`src/rtl/reaction_score_keeper_pkg.sv`:
```
// Shared constants, display-source encodings and BCD helpers for the reaction score keeper.
package reaction_score_keeper_pkg;

    localparam int BCD_DIGIT_W = 4;
    localparam logic [7:0] BCD_SAT_99 = 8'h99;

    typedef enum logic [1:0] {
        VIEW_LAST = 2'b00,
        VIEW_BEST = 2'b01,
        VIEW_HIST = 2'b10,
        VIEW_CNT  = 2'b11
    } viewSel_t;

    // True when every nibble of a 4-digit packed BCD value is a legal decimal digit.
    function automatic logic bcdDigitsOk(input logic [4*BCD_DIGIT_W-1:0] value);
        logic ok;
        ok = 1'b1;
        for (int i = 0; i < 4; i++) begin
            if (value[i*BCD_DIGIT_W +: BCD_DIGIT_W] > 4'd9) begin
                ok = 1'b0;
            end
        end
        return ok;
    endfunction

endpackage

```
`src/rtl/reaction_score_keeper_bcd2_sat_counter.sv`:
```
// Two-digit BCD up-counter that sticks at 99 instead of rolling over.
module bcd2_sat_counter
    import reaction_score_keeper_pkg::*;
(
    input  logic       CLOCK_50,
    input  logic       reset,
    input  logic       enable,
    output logic [7:0] count
);

    always_ff @(posedge CLOCK_50) begin
        if (reset) begin
            count <= 8'h00;
        end else if (enable && (count != BCD_SAT_99)) begin
            if (count[3:0] == 4'd9) begin
                count <= {count[7:4] + 4'd1, 4'd0};
            end else begin
                count <= {count[7:4], count[3:0] + 4'd1};
            end
        end
    end

endmodule

```
`src/rtl/reaction_score_keeper.sv`:
```
// Collects frozen BCD reaction times: last, best, history ring and trial/false-start counts,
// and muxes one of them onto the 4-digit hex display.
module reaction_score_keeper
    import reaction_score_keeper_pkg::*;
#(
    parameter int HIST_DEPTH = 4,
    parameter int HIST_AW    = 2
) (
    input  logic               CLOCK_50,
    input  logic               reset,
    input  logic               result_valid,
    input  logic [15:0]        result_bcd,
    input  logic               false_start,
    input  logic               clear_best,
    input  logic [1:0]         view_sel,
    input  logic [HIST_AW-1:0] hist_idx,
    output logic [15:0]        disp_bcd,
    output logic               best_valid,
    output logic               new_best,
    output logic               bad_digit
);

    localparam logic [HIST_AW:0]   FILL_MAX = (HIST_AW+1)'(HIST_DEPTH);
    localparam logic [HIST_AW-1:0] PTR_ONE  = HIST_AW'(1);

    logic               validQ;
    logic               falseQ;
    logic               clearQ;
    logic [15:0]        bcdQ;

    logic [15:0]        lastBcd;
    logic [15:0]        bestBcd;
    logic [15:0]        ring [HIST_DEPTH];
    logic [HIST_AW-1:0] wrPtr;
    logic [HIST_AW:0]   histFill;
    logic [7:0]         trialCnt;
    logic [7:0]         falseCnt;

    logic               digitsOk;
    logic               acceptResult;
    logic               takeBest;
    logic [HIST_AW-1:0] rdIdx;
    logic [15:0]        histRead;

    always_ff @(posedge CLOCK_50) begin
        if (reset) begin
            validQ <= 1'b0;
            falseQ <= 1'b0;
            clearQ <= 1'b0;
            bcdQ   <= 16'h0000;
        end else begin
            validQ <= result_valid;
            falseQ <= false_start;
            clearQ <= clear_best;
            bcdQ   <= result_bcd;
        end
    end

    // A same-cycle clear is applied first, so the arriving result competes against an empty best.
    assign digitsOk     = bcdDigitsOk(bcdQ);
    assign acceptResult = validQ && !falseQ && digitsOk;
    assign takeBest     = clearQ || !best_valid || (bcdQ < bestBcd);

    always_ff @(posedge CLOCK_50) begin
        if (reset) begin
            lastBcd    <= 16'h0000;
            bestBcd    <= 16'h0000;
            best_valid <= 1'b0;
            new_best   <= 1'b0;
            bad_digit  <= 1'b0;
            wrPtr      <= '0;
            histFill   <= '0;
            for (int i = 0; i < HIST_DEPTH; i++) begin
                ring[i] <= 16'h0000;
            end
        end else if (!falseQ) begin
            if (clearQ) begin
                best_valid <= 1'b0;
                new_best   <= 1'b0;
            end
            if (validQ && !digitsOk) begin
                bad_digit <= 1'b1;
            end
            if (acceptResult) begin
                lastBcd     <= bcdQ;
                ring[wrPtr] <= bcdQ;
                wrPtr       <= wrPtr + PTR_ONE;
                if (histFill != FILL_MAX) begin
                    histFill <= histFill + 1'b1;
                end
                if (takeBest) begin
                    bestBcd    <= bcdQ;
                    best_valid <= 1'b1;
                    new_best   <= 1'b1;
                end else begin
                    new_best   <= 1'b0;
                end
            end
        end
    end

    bcd2_sat_counter trialCounter (
        .CLOCK_50 (CLOCK_50),
        .reset    (reset),
        .enable   (acceptResult),
        .count    (trialCnt)
    );

    bcd2_sat_counter falseCounter (
        .CLOCK_50 (CLOCK_50),
        .reset    (reset),
        .enable   (falseQ),
        .count    (falseCnt)
    );

    // Index 0 is the newest entry; slots not yet written read as zero.
    assign rdIdx    = wrPtr - PTR_ONE - hist_idx;
    assign histRead = ({1'b0, hist_idx} < histFill) ? ring[rdIdx] : 16'h0000;

    always_ff @(posedge CLOCK_50) begin
        if (reset) begin
            disp_bcd <= 16'h0000;
        end else begin
            case (view_sel)
                VIEW_LAST: disp_bcd <= lastBcd;
                VIEW_BEST: disp_bcd <= best_valid ? bestBcd : 16'h0000;
                VIEW_HIST: disp_bcd <= histRead;
                VIEW_CNT:  disp_bcd <= {trialCnt, falseCnt};
                default:   disp_bcd <= 16'h0000;
            endcase
        end
    end

endmodule
```
`config.mk`:
```
export PLATFORM = sky130hd
export DESIGN_NAME = reaction_score_keeper
export DESIGN_NICKNAME = d
export VERILOG_FILES = /design/src/rtl/reaction_score_keeper_pkg.sv /design/src/rtl/reaction_score_keeper_bcd2_sat_counter.sv /design/src/rtl/reaction_score_keeper.sv
export SDC_FILE = /design/constraint.sdc
export NUM_CORES = 1
export LEC_CHECK = 0
export CORE_MARGIN = 10
export CORE_UTILIZATION = 40
export CTS_CLUSTER_DIAMETER = 120
export DETAILED_ROUTE_END_ITERATION = 8
export PLACE_DENSITY = 0.66
export SYNTH_ARGS = -nofsm -noshare
export SYNTH_HDL_FRONTEND = slang
export SYNTH_HIERARCHICAL = 1
export SYNTH_SLANG_ARGS = --single-unit
```
`constraint.sdc`:
```
create_clock -name CLOCK_50 -period 5.6 [get_ports CLOCK_50]
set_input_delay 1.4 -clock CLOCK_50 [delete_from_list [all_inputs] [get_ports CLOCK_50]]
set_output_delay 1.4 -clock CLOCK_50 [all_outputs]
set_load 0.02 [all_outputs]
```
Word-level counts from Yosys, hierarchy flattened
Memory sizes are Yosys's and may differ from the RTL's.
Index checks and enable logic that the tools add are counted.
{ "word_totals": {"register_bits": 91, "mem_bits_rw": 64, "in_bits": 25, "output_inout_bits": 19, "wordCells": 84, "memories": 1} }
{ "memory_table": {"columns": ["name", "depth", "width", "read_ports", "rd_ports_with_merged_regs", "wr", "line", "text"], "rows": [
  ["ring", 4, 16, 1, 0, 4, "reaction_score_keeper.sv:33", "logic [15:0] ring [HIST_DEPTH];"]
]} }
{ "classes": {"n_addsub": 8, "n_lt_le_gt_ge": 6, "eq_ne": 8, "n_mux": 24, "bitwise": 1, "reduce_logical": 20} }
{ "ops": {"columns": ["op", "count"], "rows": [
  ["$pmux 16 s4", 1],
  ["$mux 16", 3],
  ["$mux 1", 17],
  ["$add 4x1->4 const B", 4],
  ["$gt 4x4->1 const B", 4],
  ["$lt 16x16->1", 1],
  ["$ne 8x8->1 const B", 2],
  ["$reduce_or 16->1", 1],
  ["$reduce_and 2->1", 5],
  ["$eq 4x4->1 const B", 2],
  ["$mux 4", 2],
  ["$reduce_and 3->1", 2],
  ["$logic_and 1x1->1", 5],
  ["$eq 2x2->1 const B", 2],
  ["$add 3x1->3 const B", 1],
  ["$logic_not 1->1", 3],
  ["$lt 2x3->1", 1],
  ["$ne 3x3->1 const B", 1],
  ["$add 2x1->2 const B", 1],
  ["$eq 2x1->1 const B", 1],
  ["$logic_not 2->1", 1],
  ["$logic_or 1x1->1", 2],
  ["$mux 2", 1],
  ["$reduce_bool 2->1", 1],
  ["other kinds (3)", 3]
]} }

Depth between registers and ports, before layout
{ "logic_depth": {"depth_word": 12, "ltp_mapped": 9, "mapped_depth_nobuf": 8} }

Cells and area by module
The synthesis kept the hierarchy.
{ "by_module_without_submodules": {"columns": ["mod", "instances", "cells_each", "area_per_inst_um2", "seq_area_each_um2"], "rows": [
  ["reaction_score_keeper", 1, 615, 6402.4, 3423.3],
  ["bcd2_sat_counter", 2, 45, 444.2, 160.2]
]} }

Worst setup path before layout
OpenSTA, ideal clock, no wires.
{ "synth_timing": {"path_type": "input port to flip-flop", "from": "in reset", "to": "mem ring[1][0], enable pin", "setup_ns": 0.464, "t_arrival_ns": 2.778, "t_required_ns": 5.136, "slack_ns": 2.358, "path_stages": 5, "n_path_buf": 3, "path_cell_list": "clkbuf_1 -> inv_1 -> clkbuf_1 -> clkbuf_1 -> o21ai_0"} }
{ "synth_lines": {"columns": ["item", "line", "text"], "rows": [
  ["start: declaration", "reaction_score_keeper.sv:10", "input logic reset,"],
  ["end: declaration", "reaction_score_keeper.sv:33", null]
]} }

Final worst setup path
{ "layout_timing": {"from": "in hist_idx[1]", "to": "reg disp_bcd[12]"} }
{ "layout_via": {"elab_chain_len": 4, "elab_cells_between_ends": 5, "cone_classes": "1 x add/sub; 1 x order compare; 2 x mux; 1 x memory"} }
{ "layout_lines": {"columns": ["item", "line", "text"], "rows": [
  ["start: declaration", "reaction_score_keeper.sv:16", "input logic [HIST_AW-1:0] hist_idx,"],
  ["$sub 2x2->2", "reaction_score_keeper.sv:117", "assign rdIdx = wrPtr - PTR_ONE - hist_idx;"],
  ["$mem_v2 4x16", null, null],
  ["$mux 16 (*)", "reaction_score_keeper.sv:118", "assign histRead = ({1'b0, hist_idx} < histFill) ? ring[rdIdx] : 16'h0000;"],
  ["$pmux 16 s4 (*)", "reaction_score_keeper.sv:124", "case (view_sel)"],
  ["end signal: assignment", "reaction_score_keeper.sv:125", "VIEW_LAST: disp_bcd <= lastBcd;"],
  ["end signal: assignment", "reaction_score_keeper.sv:126", "VIEW_BEST: disp_bcd <= best_valid ? bestBcd : 16'h0000;"],
  ["end signal: assignment", "reaction_score_keeper.sv:127", "VIEW_HIST: disp_bcd <= histRead;"],
  ["end: declaration", "reaction_score_keeper.sv:17", "output logic [15:0] disp_bcd,"]
]} }
Mark *: on every way between the ends. The rest lies on a longest branch, timed or not.
A chain may end at the register's enable or synchronous reset.

==> results.sh <==
export IMPL_dpl_hpwl_um=12000
export IMPL_crit_arrival_ns=3.96
export IMPL_n_antenna_cell=0
export IMPL_regArea_um2=3740
export IMPL_cts_buffer_depth=2
export IMPL_status="finished, final reports clean"
export IMPL_fmax_mhz=278
export IMPL_grt_max_degree=86
export IMPL_drv_slew=0
export IMPL_relSlewSlack_pct=11.5
export IMPL_rsz0062_at_grt="false"
export IMPL_h_tree_depth=4
export IMPL_fin_crit_ns=3.59
export IMPL_mostFrequentLayoutCell="dfxtp_1"
export IMPL_post_route_period_util_pct=64.1
export IMPL_tightest_slew_ns=1.32
export IMPL_drtAntennaViolNets=0
export IMPL_finalHoldViolations=0
export IMPL_area_growth_pct=16.1
export IMPL_ir_worst_vdd_v=0.000231
export IMPL_cts_tree="done"
export IMPL_power_leakage_nw=3.31
export IMPL_insertion_delay_ns=0.43
export IMPL_multi_input_area_um2=3180
export IMPL_overflow=0
export IMPL_io_pins=44
export IMPL_avgViaCountPerCell=5.57
export IMPL_clock_sinks=155
export IMPL_grt_usage_pct=15.5
export IMPL_drc=0
export IMPL_synth_edf_count=64
export IMPL_setup_viol_count_final=0
export IMPL_cts_buffers_inserted=17
export IMPL_startpoint_type="input pin"
export IMPL_die_w_um=155
export IMPL_firstDrtPassIters=5
export IMPL_fin_skew_ns=0.00916
export IMPL_antenna_found_initial=0
export IMPL_synth_top_cell_by_area="edfxtp_1"
export IMPL_syn_nets=753
export IMPL_hold_buffers=0
export IMPL_grt_pass1_wl_um=29600
export IMPL_syn_area_per_cell_um2=10.3
export IMPL_endpoint_kind="flop"
export IMPL_start_util_pct=40.6
export IMPL_post_drt_wl_per_cell_um=19.1
export IMPL_routabilityCongestion=0.868
export IMPL_postCtsSetupRepairBufs=0
export IMPL_grt_pass1_vias=5384
export IMPL_worstPathRequired_ns=5.97
export IMPL_hold_path_class="reg2reg"
export IMPL_vias=5401
export IMPL_cts_root_buf="clkbuf_16"
export IMPL_async_flop_share_pct=0
export IMPL_netlist_cell_type_count=53
export IMPL_synth_cell_area_um2=7290
export IMPL_maxCapViolCount=0
export IMPL_clk_pin_slew_ns=0.06
export IMPL_fillCellCount=1633
export IMPL_cts_resized=0
export IMPL_fp_dieH_um=155
export IMPL_path_max_fanout=16
export IMPL_drive_gt1_share_pct=9.85
export IMPL_core_area_um2=18000
export IMPL_synth_top_flop_cell="dfxtp_1"
export IMPL_crit_type="in2reg"
export IMPL_drt_iter0_drc=480
export IMPL_hold_ws_ns=0.455
export IMPL_layout_common_cells="dfxtp_1, nand2_1, edfxtp_1"
export IMPL_synth_cells=705
export IMPL_ys_warn_count=6
export IMPL_fp_row_count=49
export IMPL_die_area_um2=24000
export IMPL_ys_seq_area_share_pct=51.3
export IMPL_synthTopCellsByArea="edfxtp_1, dfxtp_1, mux2i_1, and2_1, a21oi_1"
export IMPL_synth_top_area_share_pct=26.4
export IMPL_p_per_area_nw_per_um2=314
export IMPL_wirelength_um=18500
export IMPL_fin_setup_tns_ns=0
export IMPL_nNetsFinal=776
export IMPL_portBuffers=43
export IMPL_ys_seq_elements=155
-- sequential cells by signal (all words and copies together), names as in the netlist --
name,flops
bad_digit,1
bcdQ,16
bestBcd,16
best_valid,1
clearQ,1
disp_bcd,16
falseCounter/count,8
falseQ,1
histFill,3
lastBcd,16
new_best,1
ring,64
trialCounter/count,8
validQ,1
wrPtr,2
-- cell type report --
class	instances	share of cell area [%]
multi-input cells	459	37.5
clock buffers	26	6.66
clock inverters	6	0.502
inverters	44	1.95
well taps	229	3.38
repair buffers	51	5.73
flip-flops and latches	155	44.2
-- synthesized netlist by cell type, types with 3 or more instances --
library cell,instances
nor2_1,23
and3b_1,4
edfxtp_1,64
o211ai_2,10
and4b_1,3
and2_1,52
mux2_4,6
nand2_1,74
buf_2,6
nor3_2,3
o311a_1,16
buf_1,4
clkbuf_1,31
o211ai_1,7
nand3_1,18
inv_1,41
dfxtp_1,91
xnor2_1,6
ha_1,23
inv_2,3
buf_6,4
nor3_1,18
mux2i_1,33
nand4_1,5
o221ai_1,16
nor2b_1,24
o21ai_0,9
a31oi_1,17
a21oi_1,59
-- logic make-up after synthesis --
group,after synthesis,synth area share [%]
simple gates,241,18.1
flops,155,51.3
compound gates,145,13.9
buf+inv,91,5.44
mux,41,6.08
fa+ha+maj,23,3.95
xor+xnor,9,1.18
-- through the flow --
stage | cells | power [W] | instance area [µm²] | utilization (%) | setup WS [ns]
floorplan | 705 | 0.00144 | 7290 | - | 2.36
global placement | 938 | 0.00152 | 7860 | 43.8 | 1.70
detailed placement | 938 | 0.00153 | 7860 | 43.8 | 1.63
CTS | 970 | 0.00266 | 8470 | 47.1 | 2.06
global route | 970 | 0.00274 | 8470 | 47.1 | 1.81
finish | 970 | 0.00265 | 8470 | 47.1 | 2.01
-- power by group --
group | switching (W) | total, W | leakage [nW] | internal (W)
Sequential | 0.0000383 | 0.00126 | 1.41 | 0.00122
Clock | 0.000452 | 0.00115 | 0.298 | 0.000698
Combinational | 0.000151 | 0.000246 | 1.60 | 0.0000955
-- worst max-delay path: stages --
cell,delay (ns)
clkdlybuf4s50_1,0.44
ha_1,0.30
o21ai_1,0.07
a21oi_1,0.09
nand4bb_1,0.89
o221ai_1,0.52
o311a_1,0.23
-- final timing paths --
kind                            slack [ns]  cells past startpoint           end   startpoint
worst min-delay path                  0.46                      2   lastBcd[15]  lastBcd[15]
worst max register to register        2.22                      7   ring[2][12]     bcdQ[10]
worst min register to register        0.46                      2   lastBcd[15]  lastBcd[15]
worst max-delay path                  2.01                      7  disp_bcd[12]  hist_idx[1]
-- layer usage --
| metal | share of wire (%) | global-route usage [%] | up-vias |
|---|---|---|---|
| li1 | - | - | 2569 |
| met1 | 45 | 19.9 | 2581 |
| met2 | 47 | 24.8 | 224 |
| met3 | 7.0 | 3.89 | 27 |
| met4 | 1.9 | 5.31 | 0 |
| met5 | 0 | 0 | - |
No activity file was read; power rests on OpenSTA's default activity.
